## config.mk

```make
export PLATFORM = sky130hd
export DESIGN_NAME = regfile_writeback_unit
export DESIGN_NICKNAME = d
export VERILOG_FILES = /design/src/rtl/regfile_writeback_unit.sv
export SDC_FILE = /design/constraint.sdc
export NUM_CORES = 1
export LEC_CHECK = 0
export BUFFER_PORTS_ARGS = -buffer_cell sky130_fd_sc_hd__buf_2
export CAP_MARGIN = 20
export CORE_ASPECT_RATIO = 0.9
export CORE_MARGIN = 2
export CORE_UTILIZATION = 35
export DETAILED_ROUTE_END_ITERATION = 8
export GPL_TIMING_DRIVEN = 0
export HOLD_SLACK_MARGIN = 0.05
export PLACE_DENSITY = 0.65
export REMOVE_ABC_BUFFERS = 1
export SLEW_MARGIN = 20
export SYNTH_ARGS = -nofsm -noshare
export SYNTH_HDL_FRONTEND = slang
export SYNTH_SLANG_ARGS = --single-unit
```

## constraint.sdc

```tcl
create_clock -name clk -period 2.3 [get_ports clk]
set_input_delay 0.115 -clock clk [delete_from_list [all_inputs] [get_ports clk]]
set_output_delay 0.115 -clock clk [all_outputs]
set_load 0.02 [all_outputs]
```

## src/rtl/regfile_writeback_unit.sv

```systemverilog
// regfile_writeback_unit
//   Registered writeback stage in front of the single GPR RegFile write port.
//   The pipeline result (link address, formatted load, LO/HI, or ALU result)
//   is registered onto we/W/Din one cycle after in_valid. Results from the
//   multi-cycle mul/div unit arrive on a second, independent channel. They
//   are parked in a small FIFO and are drained onto the write port in cycles
//   where the pipeline is not writing.
//
// Ports
//   clk, rst            clock, synchronous active-high reset
//   in_valid            pipeline writeback request this cycle
//   rs, rt, rd          instruction register fields
//   alu_out, mem_out,
//   lo, hi, pc          candidate write data (pc is the link address)
//   addr_byte           low address bits of a load
//   Jal, RegDst,
//   MemToReg, ExtrSigned,
//   ExtrWord, LHToReg   result selection / load formatting controls
//   md_valid, md_ready,
//   md_dest, md_data    mul/div result channel into the FIFO
//   IR1, IR2            RegFile read indices (rs, rt)
//   we, W, Din          registered RegFile write port
//   pend1, pend2        a queued or issuing write targets IR1 / IR2
//   stall_out           pipeline must keep in_valid low next cycle
//   queue_count         FIFO occupancy
//
// Handshake (md channel): an entry is accepted on a rising clk edge where
// md_valid and md_ready are both high. md_ready depends only on rst and the
// registered occupancy, so it never depends on md_valid or on a same-cycle
// pop; the producer holds md_dest/md_data stable until it sees acceptance.
module regfile_writeback_unit #(
  parameter int DATA_BITS     = 32,
  parameter int REG_ADDR_BITS = 5,
  parameter int LINK_REG      = 31,
  parameter int QUEUE_DEPTH   = 4,
  parameter int STARVE_LIMIT  = 8
) (
  input  logic                             clk,
  input  logic                             rst,
  input  logic                             in_valid,
  input  logic [REG_ADDR_BITS-1:0]         rs,
  input  logic [REG_ADDR_BITS-1:0]         rt,
  input  logic [REG_ADDR_BITS-1:0]         rd,
  input  logic [DATA_BITS-1:0]             alu_out,
  input  logic [DATA_BITS-1:0]             mem_out,
  input  logic [DATA_BITS-1:0]             lo,
  input  logic [DATA_BITS-1:0]             hi,
  input  logic [DATA_BITS-1:0]             pc,
  input  logic [1:0]                       addr_byte,
  input  logic                             Jal,
  input  logic                             RegDst,
  input  logic                             MemToReg,
  input  logic                             ExtrSigned,
  input  logic [1:0]                       ExtrWord,
  input  logic [1:0]                       LHToReg,
  input  logic                             md_valid,
  output logic                             md_ready,
  input  logic [REG_ADDR_BITS-1:0]         md_dest,
  input  logic [DATA_BITS-1:0]             md_data,
  output logic [REG_ADDR_BITS-1:0]         IR1,
  output logic [REG_ADDR_BITS-1:0]         IR2,
  output logic                             we,
  output logic [REG_ADDR_BITS-1:0]         W,
  output logic [DATA_BITS-1:0]             Din,
  output logic                             pend1,
  output logic                             pend2,
  output logic                             stall_out,
  output logic [$clog2(QUEUE_DEPTH):0]     queue_count
);

  localparam int PTR_BITS = $clog2(QUEUE_DEPTH);
  localparam int CNT_BITS = PTR_BITS + 1;
  localparam int AGE_BITS = $clog2(STARVE_LIMIT) + 1;
  // Byte lanes 2/3 are addressable even for a 16-bit datapath; widen the
  // load word so lane selection is always in range (extra lanes read 0).
  localparam int EXT_BITS = (DATA_BITS < 32) ? 32 : DATA_BITS;

  // ---------------------------------------------------------------------
  // Pipeline result selection
  // ---------------------------------------------------------------------
  logic [EXT_BITS-1:0]      mem_ext;
  logic [7:0]               lane_byte;
  logic [15:0]              lane_half;
  logic [DATA_BITS-1:0]     load_val;
  logic [DATA_BITS-1:0]     lh_val;
  logic [REG_ADDR_BITS-1:0] pipe_w;
  logic [DATA_BITS-1:0]     pipe_din;

  assign mem_ext   = EXT_BITS'(mem_out);
  assign lane_byte = mem_ext[{addr_byte, 3'b000} +: 8];
  // Halfword lane uses addr_byte[1] only; an odd address is not trapped here.
  assign lane_half = mem_ext[{addr_byte[1], 4'b0000} +: 16];

  always_comb begin
    load_val = '0;
    case (ExtrWord)
      2'd0: load_val = mem_out;
      2'd1: load_val = ExtrSigned ? {{(DATA_BITS-8){lane_byte[7]}}, lane_byte}
                                  : {{(DATA_BITS-8){1'b0}}, lane_byte};
      2'd2: load_val = ExtrSigned ? {{(DATA_BITS-16){lane_half[15]}}, lane_half}
                                  : {{(DATA_BITS-16){1'b0}}, lane_half};
      default: load_val = '0;
    endcase
  end

  always_comb begin
    lh_val = '0;
    case (LHToReg)
      2'd1:    lh_val = lo;
      2'd2:    lh_val = hi;
      default: lh_val = '0;
    endcase
  end

  always_comb begin
    pipe_w   = RegDst ? rd : rt;
    pipe_din = alu_out;
    if (Jal) begin
      pipe_w   = REG_ADDR_BITS'(LINK_REG);
      pipe_din = pc;
    end else if (MemToReg) begin
      pipe_din = load_val;
    end else if (LHToReg != 2'd0) begin
      pipe_din = lh_val;
    end
  end

  // ---------------------------------------------------------------------
  // mul/div result FIFO
  // ---------------------------------------------------------------------
  logic [REG_ADDR_BITS-1:0] q_dest [QUEUE_DEPTH];
  logic [DATA_BITS-1:0]     q_data [QUEUE_DEPTH];
  logic [PTR_BITS-1:0]      rd_ptr;
  logic [PTR_BITS-1:0]      wr_ptr;
  logic [CNT_BITS-1:0]      count;
  logic [CNT_BITS-1:0]      count_nxt;
  logic [AGE_BITS-1:0]      age;
  logic [AGE_BITS-1:0]      age_nxt;
  logic                     push;
  logic                     pop;

  assign md_ready    = !rst && (count < CNT_BITS'(QUEUE_DEPTH));
  assign push        = md_valid && md_ready;
  // The pipeline owns the write port whenever it has a request.
  assign pop         = !in_valid && (count != '0);
  assign queue_count = count;

  always_comb begin
    count_nxt = count;
    if (push && !pop)      count_nxt = count + 1'b1;
    else if (pop && !push) count_nxt = count - 1'b1;
  end

  // Age of the current head: restarts whenever the head changes (pop) or
  // there is no head; saturates so it cannot wrap back below the limit.
  always_comb begin
    age_nxt = age;
    if (count == '0 || pop)                    age_nxt = '0;
    else if (age < AGE_BITS'(STARVE_LIMIT))    age_nxt = age + 1'b1;
  end

  always_ff @(posedge clk) begin
    if (rst) begin
      rd_ptr    <= '0;
      wr_ptr    <= '0;
      count     <= '0;
      age       <= '0;
      stall_out <= 1'b0;
    end else begin
      if (push) wr_ptr <= wr_ptr + 1'b1;
      if (pop)  rd_ptr <= rd_ptr + 1'b1;
      count     <= count_nxt;
      age       <= age_nxt;
      // Computed from next-state values so stall_out lines up with the
      // occupancy and head age it describes.
      stall_out <= (count_nxt == CNT_BITS'(QUEUE_DEPTH)) ||
                   (age_nxt >= AGE_BITS'(STARVE_LIMIT - 1));
    end
  end

  // Entry storage needs no reset: validity is tracked by count/rd_ptr.
  always_ff @(posedge clk) begin
    if (push) begin
      q_dest[wr_ptr] <= md_dest;
      q_data[wr_ptr] <= md_data;
    end
  end

  // ---------------------------------------------------------------------
  // Registered write port
  // ---------------------------------------------------------------------
  always_ff @(posedge clk) begin
    if (rst) begin
      we  <= 1'b0;
      W   <= '0;
      Din <= '0;
    end else if (in_valid) begin
      we  <= (pipe_w != '0);
      W   <= pipe_w;
      Din <= pipe_din;
    end else if (pop) begin
      // A GPR 0 entry is consumed but never written.
      we  <= (q_dest[rd_ptr] != '0);
      W   <= q_dest[rd_ptr];
      Din <= q_data[rd_ptr];
    end else begin
      we  <= 1'b0;
    end
  end

  // ---------------------------------------------------------------------
  // Read indices and pending-write detection for hazard logic
  // ---------------------------------------------------------------------
  logic q_hit1;
  logic q_hit2;

  assign IR1 = rs;
  assign IR2 = rt;

  always_comb begin
    q_hit1 = 1'b0;
    q_hit2 = 1'b0;
    for (int i = 0; i < QUEUE_DEPTH; i++) begin
      if (CNT_BITS'(i) < count) begin
        if (q_dest[rd_ptr + PTR_BITS'(i)] == rs) q_hit1 = 1'b1;
        if (q_dest[rd_ptr + PTR_BITS'(i)] == rt) q_hit2 = 1'b1;
      end
    end
  end

  assign pend1 = (rs != '0) && (q_hit1 || (we && (W == rs)));
  assign pend2 = (rt != '0) && (q_hit2 || (we && (W == rt)));

endmodule
```

==> results of run 1 <==
worst max-delay path by stage:
| stage | slack [ns] | startpoint | to | cells after the start |
|---|---|---|---|---|
| floorplan | -1.04 | flip-flop | pend1 | 6 |
| global placement | -2.84 | queue_count[0] | stall_out | 8 |
| detailed placement | -0.56 | rd_ptr[0] | pend2 | 7 |
| CTS | -0.34 | flip-flop | pend2 | 7 |
| global route | -0.44 | rd_ptr[0] | pend2 | 8 |
| finish | -0.32 | rd_ptr[0] | pend2 | 8 |
metal layers:
metal,track usage (%),up-vias,wire [um]
met5,0,-,24
met4,6.79,4,821
met3,4.52,60,2030
met2,36.9,335,17000
met1,25.8,4362,14700
li1,-,4030,-
state kept, by name, indices dropped and copies added, names as in the netlist, named ones only:
signal / flops
stall_out: 1
Din: 32
queue_count: 3
age: 4
W: 5
wr_ptr: 2
q_dest: 20
rd_ptr: 2
q_data: 128
we: 1
cell usage after synthesis, types with 2 or more instances:
| cell type | count |
|---|---|
| mux4_2 | 51 |
| xnor2_1 | 32 |
| nand2_1 | 51 |
| a21oi_1 | 37 |
| o22ai_1 | 23 |
| edfxtp_1 | 148 |
| buf_4 | 12 |
| and2_1 | 28 |
| nand2b_1 | 3 |
| dfxtp_1 | 52 |
| o221ai_1 | 13 |
| a311oi_1 | 2 |
| a31oi_1 | 4 |
| o21a_1 | 10 |
| nor3b_1 | 2 |
| nor3_1 | 7 |
| o21ai_0 | 28 |
| a22oi_1 | 34 |
| a221oi_1 | 7 |
| buf_6 | 3 |
| o21ai_1 | 2 |
| a211oi_1 | 55 |
| clkbuf_1 | 66 |
| nand3b_1 | 3 |
| ha_1 | 12 |
| nor2_1 | 38 |
| buf_1 | 2 |
| or4_1 | 3 |
| mux2i_1 | 32 |
| inv_1 | 9 |
| o22a_1 | 2 |
| nand3_1 | 4 |
| a22o_1 | 32 |
| a21o_1 | 13 |
| nand4_1 | 5 |
| buf_2 | 9 |
| nor4_1 | 4 |
| nor2b_1 | 10 |
| xor2_1 | 26 |
power groups by stage:
| stage | Sequential, uW | Clock [uW] | Combinational, uW |
|---|---|---|---|
| final | 4530 | 3080 | 4890 |
| after global routing | 4580 | 3280 | 5280 |
| after CTS | 4520 | 3150 | 4800 |
| after detailed placement | 4750 | 0 | 4310 |
| after global placement | 4640 | 0 | 3120 |
| after floorplan | 4910 | 0 | 2370 |
cell type report:
class,instances,area [um2]
Antenna cell,5,12.5
Clock buffer,18,429
Clock inverter,14,195
Fill cell,2769,16000
Inverter,10,37.5
Multi-Input combinational cell,582,4910
Sequential cell,200,5500
Tap cell,403,504
Timing Repair Buffer,369,2410
cells by family after synthesis:
group / after synthesis / synth area share [%]
adder cells (fa/ha/maj): 12 / 1.40
buffers and inverters: 102 / 4.30
multiplexers: 84 / 13.8
XOR/XNOR: 58 / 4.73
AO/OA/AOI/OAI: 264 / 17.2
flip-flops: 200 / 51.1
AND/OR/NAND/NOR: 162 / 7.52
worst max-delay path: stages (launching register included):
cell and delay (ns):
dfxtp_4 0.40, buf_4 0.12, mux4_2 0.54, xor2_1 0.17, nor4_2 0.29, a22oi_1 0.12, o21ai_1 0.11, o22a_1 0.20
buf_6 0.13
metrics by stage:
stage / setup slack [ns] / setup TNS, ns / hold WS, ns
6_report: -0.321 / -0.585 / 0.0779
4_1_cts: -0.344 / -0.861 / 0.0531
3_5_place_dp: -0.562 / -62.76 / 0.333
5_1_grt: -0.436 / -0.836 / 0.0686
3_3_place_gp: -2.84 / -294.73 / 0.331
2_1_floorplan: -1.04 / -51.49 / 0.184
repair_timing:
action | 4_1_cts | 5_1_grt
hold buffers | 59 | 0
endpoints found under the setup margin | 156 | 105
endpoints found under the hold margin | 170 | 0
cloned | 0 | 2
resized for setup | 24 | 5
buffers inserted | 13 | 7
pin swaps | 7 | 2
==> impl_results.md, run 1 <==
- First-pass GRT wire length: around 51 mm
- Overflow after GRT: 0
- Core ar.: 30000 um2
- Total power draw: 12500 uW
- H-tree levels: 4
- RSZ-0062 raised after global routing: yes
- Initial antenna violation count: 7
- Most frequent cells in the layout: 276 x buf_2, 148 x edfxtp_1, 59 x dlygate4sd3_1
- Vias post-DR: 8791
- Max Freq: between 0.3 and 0.4 GHz
- Clock power share: between 20% and 30%
- TritonCTS Buffers: 17
- Async SR Flop Fraction: 0%
- Least-Margin Pin Slew: roughly 1.1 ns
- Post-Route WL: 34.6 mm
- Critical path type: flip-flop to output port
- DP Area: ~12000 um2
- Combinational share of power: roughly 40%
- Fraction of layout cells with a size suffix above 1: a little over a third
- Clock sink count: 200
- Synth Warn #: 0
- Clk Latency, worst-skew pair: 0.45 ns
- Die W: 189 um
- Starting Density: 35.8%
- Failing checks: negative setup slack
- Crit path max fanout: 4
- Max IR drop VDD: between 0.0005 and 0.0006 V
- Final hold violation count: 0
- Commonest non-fill, non-tap cell in the layout: buf_2
- GPL Wtd Cong: 0.858
- Post-Syn Instances: 882
- Setup ws final: -0.321 ns
- HPWL after detailed placement: 24.1 mm
- # setup viols final: 2
- Area growth, synth to finish: 30.4%
- Final period util: 114%
- Row count: 60
- PwrDens: 893 nW/um2
- Vias per cell: between 5 and 6
- Avg Cell Area, Syn: 12.2 um2
- Post-route ant nets: 0
- Die Y-Extent: 170 um
- DRC violations left: 0
- Synth Flop Type: edfxtp_1
- Overall routing resource usage: 21.0%
- Fin cells: approximately 1600
- Critical path arrival: approximately 2.5 ns
- Cell area after synthesis: 10700 um2
- Min Tclk post-route: around 2.6 ns
- Reg2Reg Depth: 9
- Clk root buf: clkbuf_16
- Max-slew violations: 0
- I/O pin count: approximately 280
- Clk buf depth: 2
- Finished Cell Area: 14000 um2
- FF+latch count, synth: 200
- Most area-consuming cells after synthesis: edfxtp_1 41%, mux4_2 11%, dfxtp_1 9.7%, a211oi_1 3.8%, mux2i_1 3.0%
- Largest net degree at the start of global routing: 56
- CP required: 2.18 ns
- Layout Nets: approximately 1400
- Pleak: 0.00522 uW
- Cell Int Power: 7990 uW
- Routed wire per std cell: between 20 and 25 um
- DR iter-0 viols: 567
- Worst Hold Class: input pin to flip-flop
- Reg-to-Reg Start: queue_count[1]
- Sequential area share after synthesis: 51.1%
- Final core utilization: 46.6%
- # port buffers: between 200 and 300
- Sw frac: 36.1%
- Inst Count DP: ~1500
- Worst setup EP type: output port
- Top cell type's share of synthesized area: about 41%
- Clock transition at the registers of the reported paths: about 0.070 ns
- Status: finished with violations
- Psw: 4510 uW
- Distinct cells, synth: 47
- EDFF count, synth: approximately 150
- Die area: about 32000 um2
- Flop-to-flop setup slack: approximately 0.18 ns
- Largest area contributor in the netlist: edfxtp_1
- Hold path depth: 5
- Relative slew slack: 26.5%
- Max-cap violations: 0
- CTS tree: yes
- Sequential power share: about 36%
- Hold_sp: rd[3]
- Drt pass-1 iters: 5
- Hold EP: we
- Clk_skew: roughly 0.028 ns
- Crit start category: flip-flop
- R2R Path End: stall_out
- Vias in the first global route: between 8000 and 9000
(Power assumes the default switching activity.)
==> run 2: changes to the inputs <==
Settings changed: CELL_PAD_IN_SITES_DETAIL_PLACEMENT set to 0, CELL_PAD_IN_SITES_GLOBAL_PLACEMENT set to 1, CORE_MARGIN 2 to not set, PLACE_DENSITY 0.65 to 0.78.
==> run 2 against run 1 <==
  * The run still ends with negative setup slack left
  * Clock-buffer cell count rose by 1
  * Cell count is 0.56% higher
  * Clock skew decreased by 0.0071 ns
  * Worst setup slack better by 0.031 ns
  * Largest cell class unchanged
==> impl_results.md, run 2 (synthesis results as in run 1) <==
- Drt pass-1 iters: 5 (unchanged)
- Clock sink count: 200 (unchanged)
- Reg-to-Reg Start: queue_count[0]
- First-pass GRT wire length: 51.4 mm (+0.78%)
- Failing checks: negative setup slack
- Largest net degree at the start of global routing: 56 (unchanged)
- Vias post-DR: 8658 (-1.5%)
- Final core utilization: 47.2% (+0.52 points)
- Clk Latency, worst-skew pair: 0.43 ns (-0.02 ns)
- Overall routing resource usage: 21.7% (+0.63 points)
- Flop-to-flop setup slack: 0.13 ns (-0.05 ns)
- PwrDens: 892 nW/um2 (about the same)
- Worst Hold Class: input pin to flip-flop
- Slowest stage cell, crit path: mux4_2
- DR iter-0 viols: 628 (+11%)
- H-tree levels: 4 (unchanged)
- Pleak: 0.00532 uW (+1.9%)
- Max IR drop VDD: 0.000471 V (-19%)
- Top routing layer used: met4
- HPWL after detailed placement: 24.1 mm (about the same)
- Least-Margin Pin Slew: 1.07 ns (-0.0301 ns)
- Core ar.: 30000 um2 (unchanged)
- Area growth, synth to finish: 31.8%
- Fill count: 2788 (+0.69%)
- R2R Path End: stall_out
- TritonCTS Buffers: 17 (unchanged)
- Setup ws final: -0.290 ns (+0.0314 ns)
- # port buffers: 280 (unchanged)
- Vias per cell: 5.38 (-2.1%)
- Met1 wire length: 14.6 mm (-0.47%)
- Initial antenna violation count: 1 (-6)
- Most frequent cells in the layout: 276 x buf_2, 148 x edfxtp_1, 57 x dlygate4sd3_1
- Reg2Reg Depth: 10 (+1)
- Largest register FFs: 128 (unchanged)
- Clk_skew: 0.0214 ns (-0.00710 ns)
- Clk buf depth: 2 (unchanged)
- CP peak stage delay: 0.58 ns (+0.04 ns)
- Row count: 60 (unchanged)
- Largest Register: q_data
- Max Freq: 0.386 GHz (+1.2%)
- DRC violations left: 0 (unchanged)
- Hold path depth: 3 (-2)
- Relative slew slack: 28.4% (+1.9 points)
- RSZ-0062 raised after global routing: yes
- Clk root buf: clkbuf_16
- Clock transition at the registers of the reported paths: 0.07 ns (about the same)
- Starting Density: 35.8% (unchanged)
- Critical path arrival: 2.47 ns (-0.04 ns)
- Worst setup EP type: output port
- Finished Cell Area: 14200 um2 (+1.1%)
- Crit start category: flip-flop
- # setup viols final: 2 (unchanged)
- Min Tclk post-route: 2.59 ns (-0.0314 ns)
- Family with the most delay on the worst path: multiplexers
- Commonest non-fill, non-tap cell in the layout: buf_2
- Final period util: 113% (-1.4 points)
- I/O pin count: 281 (unchanged)
- Hold_sp: pc[22]
- Fraction of layout cells with a size suffix above 1: 36.8% (+0.86 points)
- Max-slew violations: 0 (unchanged)
- Post-route ant nets: 0 (unchanged)
- Critical path type: flip-flop to output port
- CP bufs+invs: 2 (unchanged)
- Post-Route WL: 34.4 mm (-0.36%)
- Crit path max fanout: 7 (+3)
- Layout Nets: 1431 (+0.92%)
- CP required: 2.18 ns (about the same)
- Die Y-Extent: 168 um (-1.2%)
- Final hold violation count: 0 (unchanged)
- Max-cap violations: 0 (unchanged)
- CTS tree: yes
- Routed wire per std cell: 21.4 um (-0.92%)
- GPL Wtd Cong: 0.840 (-2.1%)
- Worst path cell trace: buf_16, mux4_2, xor2_1, nor4_1, a22oi_1, o21ai_1, o22a_1, buf_6
- Largest regs: q_data: 128 flops, Din: 32 flops, q_dest: 20 flops
- Hold EP: Din[22]
- Vias in the first global route: 8609 (-4.0%)
- Die area: 31400 um2 (-2.2%)
- Status: finished with violations
- Met2 routed WL: 17.1 mm (+0.25%)
- Die W: 187 um (-1.1%)
- Met3 Wirelength: 2.26 mm (+11%)
- DP Area: 12600 um2 (+0.88%)
- Overflow after GRT: 0 (unchanged)
==> run 2: cell count changes in the layout (fill, tap and decap cells not counted), sizes merged <==
cell         delta
diode           -4
dlygate4sd3     -2
and2            -1
nor2b           -1
inv             +4
buf            +16
clkinv          -5
clkbuf          +1
bufbuf          +1
==> run 2: worst max path at each step <==
| stage | startpoint | to | slack, ns | depth (start not counted) |
|---|---|---|---|---|
| 2_1_floorplan | flip-flop | pend1 | -1.04 | 6 |
| 3_3_place_gp | queue_count[0] | stall_out | -3.30 | 8 |
| 3_5_place_dp | rd_ptr[0] | pend2 | -0.48 | 7 |
| 4_1_cts | flip-flop | pend2 | -0.34 | 8 |
| 5_1_grt | flip-flop | pend2 | -0.38 | 8 |
| 6_report | flip-flop | pend2 | -0.29 | 8 |
==> run 2: what timing repair did <==
| item | in CTS | in global routing |
|---|---|---|
| pin swaps | 10 | 6 |
| endpoints found under the hold margin | 167 | 0 |
| endpoints found under the setup margin | 106 | 151 |
| gates resized for setup | 22 | 13 |
| gates cloned | 1 | 0 |
| hold buffers | 57 | 0 |
| buffers inserted | 20 | 12 |
==> run 2: layer usage <==
layer,track usage (%),vias up
met3,4.82,29
met1,27.7,4263
met4,5.45,0
li1,-,4055
met5,0,-
met2,37.1,311
==> run 2: final cells by class <==
type                            instances  area (um2)  area share, %
Antenna cell                            1        2.50         0.0177
Clock buffer                           19         433           3.06
Clock inverter                         13         128          0.901
Inverter                               10        37.5          0.265
Multi-Input combinational cell        580        4900           34.6
Sequential cell                       200        5510           38.9
Tap cell                              403         504           3.56
Timing Repair Buffer                  384        2640           18.7
==> run 2: where the power goes <==
part	leakage [uW]	total [uW]	switching [uW]	internal (uW)
logic	0.00327	5190	2640	2550
clock network	0.000279	2900	1440	1450
registers	0.00178	4550	300	4250
==> run 2: tightest hold or removal path, delay by kind of cell <==
kind / cells / cell delay, ns
AOI/OAI and AO/OA: 2 / 0.27
buffers and inverters: 1 / 0.08
==> run 2: through the flow <==
step | instances | hold WS [ns] | setup slack [ns] | power, uW | TNS, ns
floorplan | 790 | 0.184 | -1.04 | 7280 | -51.49
global placement | 1473 | 0.327 | -3.30 | 7580 | -323.45
detailed placement | 1487 | 0.335 | -0.479 | 9150 | -27.52
CTS | 1597 | 0.0509 | -0.339 | 12500 | -18.69
global route | 1610 | 0.0592 | -0.378 | 13300 | -0.723
finish | 1610 | 0.0791 | -0.290 | 12600 | -0.514
==> run 3: changes to the inputs <==
Settings changed: ABC_CLOCK_PERIOD_IN_PS set to 2300, CTS_BUF_LIST set to sky130_fd_sc_hd__clkbuf_16.
==> run 3 against run 2 <==
  * The flow still finishes with violations (negative setup slack)
  * Critical path depth is the same
  * Sequential share of layout area is the same
  * First-iteration DRC count shrank 0.16%
  * Fmax is essentially flat
  * Combinational power is essentially flat
  * Non-clock buffer count is the same
  * Hold slack lost 0.0019 ns
  * Register-to-register slack is essentially flat
  * Power is essentially flat
  * Cell area is the same
  * Largest power group unchanged
==> impl_results.md, run 3 (synthesis results as in run 1) <==
- Status: finished with violations
- Failing checks: negative setup slack
- Relative slew slack: 28.3% (-0.13 points)
- Crit start category: flip-flop
- Post-Route WL: 34.4 mm (unchanged)
- Multi-input logic area: 4900 um2 (unchanged)
- Fill count: 2788 (unchanged)
- Worst path cell trace: buf_16, mux4_2, xor2_1, nor4_1, a22oi_1, o21ai_1, o22a_1, buf_6
- Clk buf depth: 2 (unchanged)
- Clock transition at the registers of the reported paths: 0.07 ns (about the same)
- Largest Register: q_data
- DRC violations left: 0 (unchanged)
- CTS tree: yes
- CP required: 2.18 ns (about the same)
- Slowest stage cell, crit path: mux4_2
- Fraction of layout cells with a size suffix above 1: 36.8% (unchanged)
- Worst Hold Class: input pin to flip-flop
- TritonCTS Buffers: 17 (unchanged)
- Max IR drop VDD: 0.000472 V (+0.18%)
- Met3 GRT Util: 4.82% (unchanged)
- RSZ-0062 raised after global routing: yes
- Min Hold Slack: 0.0771 ns (-0.00194 ns)
- Die area: 31400 um2 (unchanged)
- Overflow after GRT: 0 (unchanged)
- Starting Density: 35.8% (unchanged)
- CP peak stage delay: 0.58 ns (about the same)
- Busiest layer in global routing: met2
- Max-cap violations: 0 (unchanged)
- Largest register FFs: 128 (unchanged)
- Clk_skew: 0.0215 ns (+0.000114 ns)
- Vias post-DR: 8638 (-0.23%)
- Routed wire per std cell: 21.4 um (unchanged)
- Drt pass-1 iters: 5 (unchanged)
- Clk Latency, worst-skew pair: 0.43 ns (about the same)
- Die Y-Extent: 168 um (unchanged)
- Vias per cell: 5.37 (-0.23%)
- Pleak: 0.00533 uW (+0.16%)
- Finished Cell Area: 14200 um2 (unchanged)
- GPL Wtd Cong: 0.840 (unchanged)
- Layout Nets: 1431 (unchanged)
- Final hold violation count: 0 (unchanged)
- TNS Setup: -0.519 ns (-0.00489 ns)
- Met2 GRT Util: 37.1% (unchanged)
- Min Tclk post-route: 2.59 ns (+0.000447 ns)
- Crit path max fanout: 7 (unchanged)
- Max Freq: 0.386 GHz (about the same)
- Post-route ant nets: 0 (unchanged)
- Commonest non-fill, non-tap cell in the layout: buf_2
- Setup ws final: -0.290 ns (-0.000447 ns)
- # setup viols final: 2 (unchanged)
- HPWL after detailed placement: 24.1 mm (unchanged)
- Max-slew violations: 0 (unchanged)
- Least-Margin Pin Slew: 1.07 ns (+0.00197 ns)
- Largest net degree at the start of global routing: 56 (unchanged)
- Clock sink count: 200 (unchanged)
- DR iter-0 viols: 627 (-0.16%)
- Sequential Area: 5510 um2 (unchanged)
- Final period util: 113% (about the same)
- Vias in the first global route: 8609 (unchanged)
- Row count: 60 (unchanged)
- Met1 usage: 27.7% (unchanged)
- First-pass GRT wire length: 51.4 mm (unchanged)
- Core ar.: 30000 um2 (unchanged)
- Initial antenna violation count: 1 (unchanged)
- Critical path arrival: 2.48 ns (about the same)
- Critical path type: flip-flop to output port
- Die W: 187 um (unchanged)
- Largest regs: q_data: 128 flops, Din: 32 flops, q_dest: 20 flops
- Overall routing resource usage: 21.7% (unchanged)
- # port buffers: 280 (unchanged)
- H-tree levels: 4 (unchanged)
- Clk root buf: clkbuf_16
- PwrDens: 892 nW/um2 (about the same)
- Area growth, synth to finish: 31.8% (unchanged)
- Pre-CTS WS: -0.479 ns (unchanged)
- DP Area: 12600 um2 (unchanged)
- I/O pin count: 281 (unchanged)
- Total power draw: 12600 uW (about the same)
- Most frequent cells in the layout: 276 x buf_2, 148 x edfxtp_1, 57 x dlygate4sd3_1
- Worst setup EP type: output port
==> run 3: cell count changes in the layout (fill, tap and decap cells not counted) <==
cell and delta:
inv_1 +2, clkbuf_1 -2
==> run 3: timing repair <==
item	in CTS	in global routing
cloned	1	0
pin swaps	10	6
buffers inserted	20	12
resized for setup	22	13
endpoints found under the setup margin	106	151
hold endpoints to repair	167	0
hold buffers	57	0
==> run 3: through the flow <==
step	cells	utilization, %
4_1_cts	1597	46.6
2_1_floorplan	790	-
5_1_grt	1610	47.2
3_5_place_dp	1487	42.0
6_report	1610	47.2
3_3_place_gp	1473	40.7
==> run 3: area by class of cell <==
| class | count | share of cell area [%] |
|---|---|---|
| clock inverters | 15 | 0.954 |
| multi-input cells | 580 | 34.6 |
| repair buffers | 384 | 18.7 |
| inverters | 10 | 0.265 |
| diodes | 1 | 0.0177 |
| flip-flops and latches | 200 | 38.9 |
| well taps | 403 | 3.56 |
| clock buffers | 17 | 3.00 |
==> run 3: path summary, 6_finish.rpt <==
kind / start / end / slack [ns] / cells after the start
max: flip-flop / pend2 / -0.29 / 8
min reg2reg: wr_ptr[1] / wr_ptr[1] / 0.55 / 2
min: pc[0] / Din[0] / 0.08 / 3
max reg2reg: queue_count[0] / stall_out / 0.13 / 10
==> run 3: power breakdown <==
| part | switching [uW] | internal (uW) | total, uW | leakage (uW) |
|---|---|---|---|---|
| registers | 301 | 4250 | 4550 | 0.00178 |
| logic | 2640 | 2550 | 5190 | 0.00327 |
| clock network | 1440 | 1440 | 2890 | 0.000287 |
==> run 3: per-layer routing <==
layer | wire length [um] | vias to the layer above
li1 | - | 4053
met1 | 14600 | 4254
met2 | 17100 | 302
met3 | 2280 | 29
met4 | 516 | 0
met5 | 0 | -
==> run 3: worst max-delay path: cells and delay by family (launching register included) <==
| kind | cells | cell delay [ns] |
|---|---|---|
| xor gates and xnor gates | 1 | 0.17 |
| muxes | 1 | 0.58 |
| and+or+nand+nor | 1 | 0.27 |
| buffers and inverters | 2 | 0.25 |
| AOI/OAI and AO/OA | 3 | 0.40 |
| DFF | 1 | 0.37 |
